==> src/rtl/cla_acc_ctrl_if.sv <==
// cla_acc_ctrl_if: term stream, cla adder bus and result stream of the MACC accumulation controller.
interface cla_acc_ctrl_if #(parameter int N = 16, parameter int LEN_W = 8);
    logic             start;
    logic [LEN_W-1:0] cfg_len;
    logic             in_valid;
    logic             in_ready;
    logic [N-1:0]     in_data;
    logic [N-1:0]     cla_a;
    logic [N-1:0]     cla_b;
    logic             cla_cin;
    logic [N-1:0]     cla_sum;
    logic             cla_cout;
    logic             out_valid;
    logic             out_ready;
    logic [N-1:0]     out_data;
    logic             out_ovf;
    logic             busy;
    modport master (
        input  start, cfg_len, in_valid, in_data, cla_sum, cla_cout, out_ready,
        output in_ready, cla_a, cla_b, cla_cin, out_valid, out_data, out_ovf, busy
    );
    modport slave (
        output start, cfg_len, in_valid, in_data, cla_sum, cla_cout, out_ready,
        input  in_ready, cla_a, cla_b, cla_cin, out_valid, out_data, out_ovf, busy
    );
endinterface

==> src/rtl/cla_acc_ctrl.sv <==
// cla_acc_ctrl: accumulates signed terms through a pipelined cla adder and emits one result per cfg_len terms.
// Define CLA_ACC_SAT_EN to clamp the running sum on signed overflow instead of wrapping.
module cla_acc_ctrl #(
    parameter int N       = 16,
    parameter int CLA_LAT = 1,
    parameter int LEN_W   = 8
) (
    input logic           clk,
    input logic           rst,
    cla_acc_ctrl_if.master bus
);
    localparam int WW = $clog2(CLA_LAT + 1);
    localparam logic [1:0] IDLE  = 2'd0;
    localparam logic [1:0] ISSUE = 2'd1;
    localparam logic [1:0] WAIT  = 2'd2;
    localparam logic [1:0] DONE  = 2'd3;
    logic [1:0]       state;
    logic [N-1:0]     acc;
    logic [N-1:0]     nxt_acc;
    logic [LEN_W-1:0] cnt;
    logic [LEN_W-1:0] len;
    logic [WW-1:0]    wcnt;
    logic             ovf;
    logic             capture;
    logic             unused_cout;
    assign unused_cout  = bus.cla_cout;
    assign bus.cla_cin  = 1'b0;
    assign bus.in_ready = state == ISSUE;
    assign bus.out_valid = state == DONE;
    assign bus.busy     = state != IDLE;
    assign capture      = state == WAIT && wcnt == WW'(CLA_LAT);
    assign ovf = (bus.cla_a[N-1] == bus.cla_b[N-1]) && (bus.cla_sum[N-1] != bus.cla_a[N-1]);
    always_comb begin
`ifdef CLA_ACC_SAT_EN
        nxt_acc = !ovf ? bus.cla_sum :
                  bus.cla_a[N-1] ? {1'b1, {(N-1){1'b0}}} : {1'b0, {(N-1){1'b1}}};
`else
        nxt_acc = bus.cla_sum;
`endif
    end
    always_ff @(posedge clk or posedge rst) begin
        if (rst) begin
            state        <= IDLE;
            acc          <= '0;
            cnt          <= '0;
            len          <= '0;
            wcnt         <= '0;
            bus.cla_a    <= '0;
            bus.cla_b    <= '0;
            bus.out_data <= '0;
            bus.out_ovf  <= 1'b0;
        end else begin
            case (state)
                IDLE: if (bus.start) begin
                    state       <= ISSUE;
                    acc         <= '0;
                    cnt         <= '0;
                    bus.out_ovf <= 1'b0;
                    len         <= bus.cfg_len == '0 ? LEN_W'(1) : bus.cfg_len;
                end
                ISSUE: if (bus.in_valid) begin
                    bus.cla_a <= acc;
                    bus.cla_b <= bus.in_data;
                    wcnt      <= '0;
                    state     <= WAIT;
                end
                WAIT: if (capture) begin
                    acc <= nxt_acc;
                    cnt <= cnt + 1'b1;
                    if (ovf) bus.out_ovf <= 1'b1;
                    if (cnt == len - 1'b1) bus.out_data <= nxt_acc;
                    state <= cnt == len - 1'b1 ? DONE : ISSUE;
                end else begin
                    wcnt <= wcnt + 1'b1;
                end
                default: if (bus.out_ready) state <= IDLE;
            endcase
        end
    end
endmodule

==> src/flat_wrapper.sv <==
// flat-port wrapper written by rule: the top's interface ports become plain ports
module cla_acc_ctrl_flat 
#(
    parameter int N       = 16,
    parameter int CLA_LAT = 1,
    parameter int LEN_W   = 8
)
  (clk, rst, bus_start, bus_cfg_len, bus_in_valid, bus_in_data, bus_cla_sum, bus_cla_cout, bus_out_ready, bus_in_ready, bus_cla_a, bus_cla_b, bus_cla_cin, bus_out_valid, bus_out_data, bus_out_ovf, bus_busy);
  cla_acc_ctrl_if #(.N(N), .LEN_W(LEN_W)) bus_i ();
  input logic clk;
  input logic rst;
  input wire logic [$bits(bus_i.start)-1:0] bus_start;
  input wire logic [$bits(bus_i.cfg_len)-1:0] bus_cfg_len;
  input wire logic [$bits(bus_i.in_valid)-1:0] bus_in_valid;
  input wire logic [$bits(bus_i.in_data)-1:0] bus_in_data;
  input wire logic [$bits(bus_i.cla_sum)-1:0] bus_cla_sum;
  input wire logic [$bits(bus_i.cla_cout)-1:0] bus_cla_cout;
  input wire logic [$bits(bus_i.out_ready)-1:0] bus_out_ready;
  output wire logic [$bits(bus_i.in_ready)-1:0] bus_in_ready;
  output wire logic [$bits(bus_i.cla_a)-1:0] bus_cla_a;
  output wire logic [$bits(bus_i.cla_b)-1:0] bus_cla_b;
  output wire logic [$bits(bus_i.cla_cin)-1:0] bus_cla_cin;
  output wire logic [$bits(bus_i.out_valid)-1:0] bus_out_valid;
  output wire logic [$bits(bus_i.out_data)-1:0] bus_out_data;
  output wire logic [$bits(bus_i.out_ovf)-1:0] bus_out_ovf;
  output wire logic [$bits(bus_i.busy)-1:0] bus_busy;
  assign bus_i.start = bus_start;
  assign bus_i.cfg_len = bus_cfg_len;
  assign bus_i.in_valid = bus_in_valid;
  assign bus_i.in_data = bus_in_data;
  assign bus_i.cla_sum = bus_cla_sum;
  assign bus_i.cla_cout = bus_cla_cout;
  assign bus_i.out_ready = bus_out_ready;
  assign bus_in_ready = bus_i.in_ready;
  assign bus_cla_a = bus_i.cla_a;
  assign bus_cla_b = bus_i.cla_b;
  assign bus_cla_cin = bus_i.cla_cin;
  assign bus_out_valid = bus_i.out_valid;
  assign bus_out_data = bus_i.out_data;
  assign bus_out_ovf = bus_i.out_ovf;
  assign bus_busy = bus_i.busy;
  cla_acc_ctrl #(.N(N), .CLA_LAT(CLA_LAT), .LEN_W(LEN_W)) u_core (.clk(clk), .rst(rst), .bus(bus_i));
endmodule
==> config.mk <==
export PLATFORM = sky130hd
export DESIGN_NAME = cla_acc_ctrl_flat
export DESIGN_NICKNAME = d
export VERILOG_FILES = /design/src/rtl/cla_acc_ctrl_if.sv /design/src/rtl/cla_acc_ctrl.sv /design/src/flat_wrapper.sv
export SDC_FILE = /design/constraint.sdc
export NUM_CORES = 1
export LEC_CHECK = 0
export ABC_AREA = 1
export BUFFER_PORTS_ARGS = -buffer_cell sky130_fd_sc_hd__buf_2
export CORE_MARGIN = 10
export CORE_UTILIZATION = 53
export CTS_CLUSTER_DIAMETER = 120
export DETAILED_ROUTE_END_ITERATION = 16
export PLACE_DENSITY_LB_ADDON = 0.15
export SETUP_SLACK_MARGIN = 0.5
export SYNTH_ARGS = -nofsm -noshare
export SYNTH_HDL_FRONTEND = slang
export SYNTH_SLANG_ARGS = --single-unit
==> constraint.sdc <==
create_clock -name clk -period 2.55 [get_ports clk]
set_clock_uncertainty 0.05 [all_clocks]
set_input_delay 0.1275 -clock clk [delete_from_list [all_inputs] [get_ports clk]]
set_output_delay 0.1275 -clock clk [all_outputs]
set_load 0.02 [all_outputs]
; Yosys cells after proc, flatten, opt, wreduce, memory -nomap -nowiden
; Index checks and enable logic that the tools add are counted.
[totals]
reg_bits = 84
input_bits = 46
output_inout_bits = 53
wordCells = 58
[op_classes]
add_sub_neg = 3
n_eq_ne = 11
muxes = 20
n_reduce_logical = 15
[op_table]
columns = operator, n
row1 = $mux W16, 2
row2 = $pmux W16 S2, 1
row3 = $mux W8, 3
row4 = $pmux W8 S2, 1
row5 = $mux W2, 5
row6 = $reduce_and A3 Y1, 3
row7 = $add A8 B1 Y8 const B, 1
row8 = $eq A8 B8 Y1, 1
row9 = $logic_not A8 Y1, 1
row10 = $reduce_and A4 Y1, 2
row11 = $sub A8 B1 Y8 const B, 1
row12 = $ne A2 B2 Y1 const B, 3
row13 = $pmux W2 S3, 1
row14 = $reduce_bool A2 Y1, 3
row15 = $mux W1, 5
row16 = $eq A2 B2 Y1 const B, 2
row17 = $ne A2 B1 Y1 const B, 2
row18 = $pmux W1 S2, 2
row19 = $reduce_and A2 Y1, 2
row20 = $reduce_bool A4 Y1, 1
row21 = $eq A2 B1 Y1 const B, 1
row22 = $logic_and A1 B1 Y1, 2
row23 = $logic_not A2 Y1, 1
row24 = $add A1 B1 Y1 const B, 1
row25 = other kinds (2), 2

; Depth between registers and ports, before layout
; Gate-level depths: netlist (run 1).
[depth]
ltp_word = 5
depth_mapped = 13
mapped_depth_nobuf = 12

; Worst setup path after synthesis (run 1)
; No wires, ideal clock.
[synth_timing]
path_kind = flip-flop to flip-flop
startpoint = register u_core.state[0]
endpoint = register u_core.bus.out_data[0]
setup_time_ns = 0.117
arrival_time_ns = 1.698
setup_slack_ns = 0.685
stages_incl_launch_ff = 13
period_less_slack_ns = 1.865
cell_sequence = dfrtp_1 -> inv_1 -> ha_1 -> inv_2 -> a21oi_2 -> nand3_1 -> nor2_2 -> nand2_2 -> nor2_8 -> nand3_4 -> buf_6 -> nand2_1 -> nand2_1
[synth_between]
elab_chain_cells = 3
[synth_lines]
columns = element, line_no
row1 = start: declaration, cla_acc_ctrl.sv:17  ; logic [1:0] state;
row2 = start signal: assignment, cla_acc_ctrl.sv:72  ; state <= cnt == len - 1'b1 ? DONE : ISSUE;
row3 = $eq A2 B2 Y1 *, "cla_acc_ctrl.sv:31, cla_acc_ctrl.sv:53"
row4 = $logic_and A1 B1 Y1, cla_acc_ctrl.sv:31  ; assign capture = state == WAIT && wcnt == WW'(CLA_LAT);
row5 = $reduce_and A3 Y1 (no line) *, -
row6 = end signal: assignment, cla_acc_ctrl.sv:71  ; if (cnt == len - 1'b1) bus.out_data <= nxt_acc;
row7 = end: declaration, cla_acc_ctrl_if.sv:20  ; output in_ready, cla_a, cla_b, cla_cin, out_valid, out_data, out_ovf, busy
; Every way passes the cells marked *; elsewhere a longest branch is shown, timed or not.
; A chain may end at the register's enable or synchronous reset.

; Worst setup path in the final report (run 1)
[layout_timing]
startpoint = register u_core.len[0]
endpoint = register u_core.state[1]
[layout_between]
elab_chain_cells = 5
[layout_lines]
columns = element, line_no
row1 = start: declaration, cla_acc_ctrl.sv:21  ; logic [LEN_W-1:0] len;
row2 = start signal: assignment, cla_acc_ctrl.sv:59  ; len <= bus.cfg_len == '0 ? LEN_W'(1) : bus.cfg_len;
row3 = $sub A8 B1 Y8, cla_acc_ctrl.sv:72
row4 = $eq A8 B8 Y1, cla_acc_ctrl.sv:72
row5 = $mux W2, cla_acc_ctrl.sv:72
row6 = $mux W2, cla_acc_ctrl.sv:67  ; WAIT: if (capture) begin
row7 = $pmux W2 S3, cla_acc_ctrl.sv:53  ; case (state)
; No other way between the ends. The select of a mux whose other input is x is not followed.

==> results of run 1 <==
==> critical path, stage by stage, from the launching register on <==
cell	delay, ps
dfrtp_2	450
inv_2	100
ha_4	210
nand2_1	50
inv_1	40
nor2_1	90
nand3_1	90
nor2_2	120
nand2_2	90
nor2_8	180
buf_8	160
nand3_1	100
a21oi_1	160
==> per-stage QoR <==
step | utilization (%) | setup slack, ps
after floorplan | - | 684.7
after global placement | 63.89 | 360.8
after detailed placement | 63.89 | 294.2
after CTS | 72.55 | 515.2
after global routing | 73.82 | 496.8
final | 73.82 | 567.7
==> cell usage in the layout (no fill, tap or decap), drive strengths merged, types with 5 or more instances in the layout <==
cell type,netlist,routed
buf,5,110
nand2,109,109
dfrtp,84,84
inv,47,50
o21ai,44,44
dlygate4sd3,0,36
nor2,29,29
nand3,27,28
nand4,17,17
mux2,15,15
clkbuf,10,9
a21oi,8,8
ha,7,7
nor3,5,5
==> Yosys cell counts <==
cell type  instances
o22ai_1            1
inv_2              3
nor3_1             5
a31oi_1            2
o21ai_0           44
nor4_1             1
nor2_2             4
a21oi_2            1
dfrtp_1           84
buf_6              3
clkbuf_4           1
nor2_1            23
nand4_1           17
a21oi_1            7
clkbuf_1           9
conb_1             1
buf_4              2
nand3_1           26
clkinv_1           2
mux2_2            15
nor2_8             2
xnor2_1            3
nand2_1          105
nand2_2            4
xor2_1             2
o31ai_1            2
nand3_4            1
inv_1             44
ha_1               7
==> state kept, by name, summed over array words and instances, names as in the netlist <==
signal / flops
u_core.cnt: 8
u_core.bus.cla_b: 16
u_core.len: 8
u_core.state: 2
u_core.bus.out_ovf: 1
u_core.bus.out_data: 16
u_core.wcnt: 1
u_core.bus.cla_a: 16
u_core.acc: 16
==> power by group through the flow <==
stage	registers, mW	clock network (mW)	logic [mW]
global route	2.20	1.06	3.09
CTS	2.11	1.00	2.68
global placement	2.11	0	2.51
detailed placement	2.14	0	2.58
floorplan	2.48	0	1.43
finish	2.12	1.00	2.79
==> layer usage <==
metal	vias to the layer above	part of all wire (%)	GRT usage (%)	routed length, um
met5	-	0	0	0
met4	0	0.97	4.706	99
met3	10	5.0	3.931	517
met2	108	49	29.00	4998
met1	1581	45	24.35	4623
li1	1658	-	-	-
==> cells by family (layout without fill, tap and decap cells) <==
kind of cell	Yosys count	in the layout	share of synthesized area, %
flip-flops	84	84	54.83
multiplexers	15	15	4.406
XOR/XNOR	5	5	1.143
AND/OR/NAND/NOR	188	189	22.32
adder cells (fa/ha/maj)	7	7	2.284
buffers and inverters	64	211	7.147
AO/OA/AOI/OAI	57	57	7.767
other	1	1	0.09782
==> layout make-up <==
| cell class | instances | share of cell area (%) |
|---|---|---|
| clock inverters | 7 | 1.571 |
| multi-input cells | 274 | 29.57 |
| repair buffers | 146 | 19.02 |
| well taps | 96 | 2.356 |
| inverters | 49 | 3.755 |
| flip-flops and latches | 84 | 41.30 |
| clock buffers | 9 | 2.429 |
==> timing repair <==
action | CTS | global route
gates cloned | 0 | 1
setup endpoints to repair | 23 | 28
hold buffers | 36 | 0
hold endpoints to repair | 85 | 0
buffers inserted | 4 | 3
gates resized for setup | 2 | 14
pin swaps | 2 | 2
==> how the worst max path moves through the flow <==
| stage | startpoint | endpoint | slack (ps) | cells after the start |
|---|---|---|---|---|
| 2_1_floorplan | u_core.state[0]$_DFFE_PP0P_ | u_core.bus.out_data[0]$_DFFE_PP0P_ | 680 | 12 |
| 3_3_place_gp | u_core.state[0]$_DFFE_PP0P_ | u_core.bus.out_data[12]$_DFFE_PP0P_ | 360 | 11 |
| 3_5_place_dp | u_core.state[0]$_DFFE_PP0P_ | u_core.bus.out_data[1]$_DFFE_PP0P_ | 290 | 11 |
| 4_1_cts | u_core.state[0]$_DFFE_PP0P_ | u_core.state[1]$_DFFE_PP0P_ | 520 | 11 |
| 5_1_grt | u_core.len[0]$_DFFE_PP0P_ | u_core.state[1]$_DFFE_PP0P_ | 500 | 12 |
| 6_report | u_core.len[0]$_DFFE_PP0P_ | u_core.state[1]$_DFFE_PP0P_ | 570 | 12 |
==> results.toml, run 1 <==
[critical_path]
cp-start-kind = "flip-flop"
cp_max_fo = 11
worst-setup-path-type = "flip-flop to flip-flop"
reg2reg_depth = 12
cp-end-kind = "flip-flop"
cp_data_arrival_time_ps = 2200
reg2reg_to = "u_core.state[1]$_DFFE_PP0P_"
ff2ff_setup_slack_ps = 570
worstPathRequired_ps = 2770
r2r_start = "u_core.len[0]$_DFFE_PP0P_"

[floorplanning]
coreArea_um2 = 6907
die-height_um = 105.1
start_util_pct = 55.51
die_w_um = 105.1
io_pins = 99
dieArea_um2 = 11040
rows = 30

[pwr]
pwr-share-comb_pct = 47.2
p_seq_share_pct = 35.9
power_leakage_nw = 2.490
power_density_nw_per_um2 = 1161
power_mw = 5.919
switchingPower_mw = 2.626
switching_share_pct = 44.37
p_int_mw = 3.293
ir_drop_mv = 0.6855
clkPwrFrac_pct = 16.9

[final_layout]
layout.nets = 617
layout-drive-gt1-share_pct = 29.53
final_cells = 665
ff_latch_area_um2 = 2106
final_cell_area_um2 = 5099
fillCellCount = 558
antennaDiodeCount = 0
area_growth_pct = 33.00
multi_input_area_um2 = 1508

[placed_design]
post-dp-hpwl_um = 6743
place_inst = 605
place.gp.congestion = 0.8257
io_buffers = 96
placed_area_um2 = 4413

[clock_tree]
clockBufferDepth = 2
cts-root-buf = "clkbuf_8"
clkLatencyLatePin_ps = 350
cts_tree = "yes"
clk_pin_slew_ps = 100
htreeDepth = 3
cts_buffers = 9
clock_sinks = 84

[grt]
grt_pass1_vias = 3323
grt_pass1_wl_um = 16810
overflow = 0
grt.total_usage_pct = 18.15
grt_max_degree = 50
antenna_found_initial = 0

[synth]
netlist_area_um2 = 3834
yosysTopAreaCellShare_pct = 54.83
ys_top_cells_by_area = "dfrtp_1 55%, nand2_1 10%, o21ai_0 5.7%"
yosys_register_bits = 84
synth_fp_nets = 474
ys_warn_count = 0
synthCells = 421
synth.distinct_cells = 29
yosys.area.top_type = "dfrtp_1"
ys_seq_area_share_pct = 54.83
synth.avg_cell_area_um2 = 9.106

[drt]
firstDrtPassIters = 4
drc_errors = 0
post_drt_wl_per_cell_um = 15.40
initialDrtViolationCount = 171
routed_wl_um = 10240
postRouteAntennaNets = 0
vias_per_cell = 5.048
num_vias = 3357

[run]
maxCapViolCount = 0

[timing]
rsz0062_at_grt = "no"
fin_hold_ws_ps = 8.177
tightest_slew_ps = 1001
relSlewSlack_pct = 33.10
finalSetupTns_ps = 0
final-hold-violation-count = 0
setup_violations = 0
period_minus_slack_ps = 1982
drv_slew = 0
fmax_ghz = 0.5045
period_share_pct = 77.74

[outcome]
status = "finished, final reports clean"

[worst_hold_path]
whs_endpoint = "u_core.bus.out_data[15]$_DFFE_PP0P_"
min_path_cells = 3
hp-class = "input pin to flip-flop"
min_from = "bus_cla_sum[15]"
Note: power is estimated with default switching activity, not from simulation.
==> run 2, diff against run 1 <==
--- a/config.mk
+++ b/config.mk
@@ -5,10 +5,10 @@
 export SDC_FILE = /design/constraint.sdc
 export NUM_CORES = 1
 export LEC_CHECK = 0
-export ABC_AREA = 1
+export ABC_AREA = 0
 export BUFFER_PORTS_ARGS = -buffer_cell sky130_fd_sc_hd__buf_2
 export CORE_MARGIN = 10
-export CORE_UTILIZATION = 53
+export CORE_UTILIZATION = 47
 export CTS_CLUSTER_DIAMETER = 120
 export DETAILED_ROUTE_END_ITERATION = 16
 export PLACE_DENSITY_LB_ADDON = 0.15
==> constraint.sdc (replaced) <==
create_clock -name clk -period 1.8 [get_ports clk]
set_clock_uncertainty 0.05 [all_clocks]
set_input_delay 0.09 -clock clk [delete_from_list [all_inputs] [get_ports clk]]
set_output_delay 0.09 -clock clk [all_outputs]
set_load 0.02 [all_outputs]
==> results.toml, run 2 <==
[final_layout]
layout-drive-gt1-share_pct = 56.88
final_cell_mix = "93 x buf_2, 82 x dfrtp_1, 50 x mux2_4, 41 x dlygate4sd3_1, 33 x buf_4"
layout.nets = 535
ff_latch_area_um2 = 2105
fillCellCount = 466
antennaDiodeCount = 0
fin_util_pct = 78.30
multi_input_area_um2 = 1918
layout_commonest_cell = "buf_2"
final_cell_area_um2 = 6020
area_growth_pct = 62.81

[synth]
yosysTopAreaCellShare_pct = 56.85
synth_top_family_by_area = "multiplexers"
synth_common_cells = "84 x dfrtp_1, 46 x mux2_2, 17 x a22o_1"
synth_fp_nets = 333
yosysMostFrequentCell = "dfrtp_1"
synthMuxAreaShare_pct = 18.07
synth.distinct_cells = 38
synth.avg_cell_area_um2 = 13.20
ys_seq_area_share_pct = 56.85
netlist_area_um2 = 3697
ys_top_cells_by_area = "dfrtp_1 57%, mux2_2 14%, mux2_4 4.1%"
synth_ff_type = "dfrtp_1"
synth_edf_count = 0
synthArstFlopShare_pct = 100.0
synthCells = 280
synthSimpleGateAreaFrac_pct = 9.171
yosys.area_share.adder_pct = 2.369
yosys_register_bits = 84
yosys.area.top_type = "dfrtp_1"
synth_compound_area_share_pct = 7.445
synth-xor-area-share_pct = 3.316
ys_warn_count = 0

[clock_tree]
clkLatencyLatePin_ps = 360
cts_tree = "yes"
htreeDepth = 3
clockBufferDepth = 2
clk_pin_slew_ps = 90
clock_sinks = 84
cts_buffers = 9
cts-root-buf = "clkbuf_8"

[critical_path]
crit_family = "simple AND/OR/NAND/NOR gates"
worstPathRequired_ps = 1990
cp_data_arrival_time_ps = 2460
critical_path_depth = 6
cp-startpoint = "u_core.len[3]$_DFFE_PP0P_"
cp-start-kind = "flip-flop"
slowest_delay_ps = 540
worst-setup-path-type = "flip-flop to flip-flop"
ff2ff_setup_slack_ps = -480
reg2reg_depth = 6
crit_end = "u_core.bus.out_data[2]$_DFFE_PP0P_"
cp-end-kind = "flip-flop"
cp_max_fo = 14
cp_slowest_cell = "or4_4"
r2r_start = "u_core.len[3]$_DFFE_PP0P_"
path_cells = "or4_4 -> or4_4 -> nand4_4 -> nand4_4 -> buf_12 -> mux2_4"
worst-path-buf-inv = 1
reg2reg_to = "u_core.bus.out_data[2]$_DFFE_PP0P_"

[run]
maxCapViolCount = 0

[floorplanning]
io_pins = 99
start_util_pct = 48.10
die_w_um = 108.7
coreArea_um2 = 7687
dieArea_um2 = 11810
rows = 32
die-height_um = 108.7

[timing]
tightest_slew_ps = 647.7
final-hold-violation-count = 0
worst_slack_ps = -477.0
drv_slew = 0
rsz0062_at_grt = "yes"
setup_violations = 33
period_share_pct = 126.5
period_minus_slack_ps = 2277
relSlewSlack_pct = 56.73
fmax_ghz = 0.4392

[grt]
grt_pass1_vias = 3297
antenna_found_initial = 0
grt_pass1_wl_um = 17060
overflow = 0
grt_max_degree = 32
grt.total_usage_pct = 18.17

[placed_design]
io_buffers = 96
pre_cts_ws_ps = -494.4
place.gp.congestion = 0.8259
post-dp-hpwl_um = 6690
placed_area_um2 = 4807

[pwr]
power_leakage_nw = 3.036
ir_drop_mv = 1.115
power_density_nw_per_um2 = 1628
power_mw = 9.798

[drt]
postRouteAntennaNets = 0
top_layer = "met4"
drc_errors = 0
route.met3.wl_um = 528
initialDrtViolationCount = 90
num_vias = 2996
vias_per_cell = 5.087
met2_length_um = 5421
firstDrtPassIters = 4
post_drt_wl_per_cell_um = 18.04
wirelength_met1_um = 4561
routed_wl_um = 10620

[outcome]
violations = "setup timing"
status = "finished with violations"

[worst_hold_path]
hp-class = "input pin to flip-flop"
run 2: changes by cell type after synthesis, moves of 5 or more:
cell	change
nand3_1	-24
a22o_1	+17
mux2_2	+31
nor2b_1	+5
nor2_1	-8
mux2_4	+10
xor2_1	+7
inv_1	-36
nand4_1	-11
nand2_1	-94
o21ai_0	-39
run 2: how the worst min path moves through the flow:
stage / startpoint / endpoint / slack [ps] / depth (start not counted)
2_1_floorplan: bus_cla_sum[0] / u_core.acc[0]$_DFFE_PP0P_ / 170 / 1
3_3_place_gp: rst / u_core.bus.cla_a[7]$_DFFE_PP0P_ / 150 / 2
3_5_place_dp: rst / u_core.bus.cla_a[7]$_DFFE_PP0P_ / 160 / 2
4_1_cts: bus_start / u_core.len[0]$_DFFE_PP0P_ / 100 / 3
6_report: bus_start / u_core.len[0]$_DFFE_PP0P_ / 100 / 3
5_1_grt: bus_start / u_core.len[0]$_DFFE_PP0P_ / 100 / 3
run 2: per-layer routing:
metal | vias to the layer above | global-route usage, %
met5 | - | 0
met1 | 1500 | 22.53
met4 | 0 | 4.426
li1 | 1417 | -
met2 | 70 | 31.25
met3 | 9 | 4.425
run 2: kinds of logic (layout without fill, tap and decap cells):
logic type,count (synthesis),count (layout)
mux,56,56
flops,84,84
compound gates,37,37
buf+inv,21,227
xor+xnor,14,14
fa+ha+maj,7,7
simple gates,60,61
other cells,1,1
run 2: per-stage QoR:
stage | setup TNS [ps] | instances | hold slack (ps)
finish | -8355 | 589 | 102.8
global route | -10040 | 589 | 96.76
CTS | -7468 | 579 | 101.1
detailed placement | -7892 | 509 | 164.2
global placement | -7492 | 509 | 147.7
floorplan | -8370 | 280 | 172.5
run 2: area by class of cell:
| class | instances | share of cell area, % |
|---|---|---|
| Timing Repair Buffer | 203 | 27.46 |
| Clock buffer | 9 | 2.058 |
| Sequential cell | 84 | 34.96 |
| Multi-Input combinational cell | 176 | 31.86 |
| Inverter | 8 | 0.6028 |
| Tap cell | 102 | 2.120 |
| Clock inverter | 7 | 0.9354 |
run 2: worst reg2reg max path: stages, from the launching register on:
cell,delay [ps]
dfrtp_1,390
or4_4,540
or4_4,510
nand4_4,90
nand4_4,100
buf_12,180
mux2_4,300
run 2: timing repair:
item,in CTS,in global routing
gates resized for setup,76,18
hold endpoints to repair,80,0
buffers inserted,10,10
endpoints found under the setup margin,87,87
cloned,3,0
pin swaps,12,13
hold buffers,41,0
run 2: where the power goes:
group          internal, mW  total [mW]  switching, mW
logic                  3.02        5.48           2.46
clock network         0.521        1.27          0.750
registers              2.58        3.05          0.473
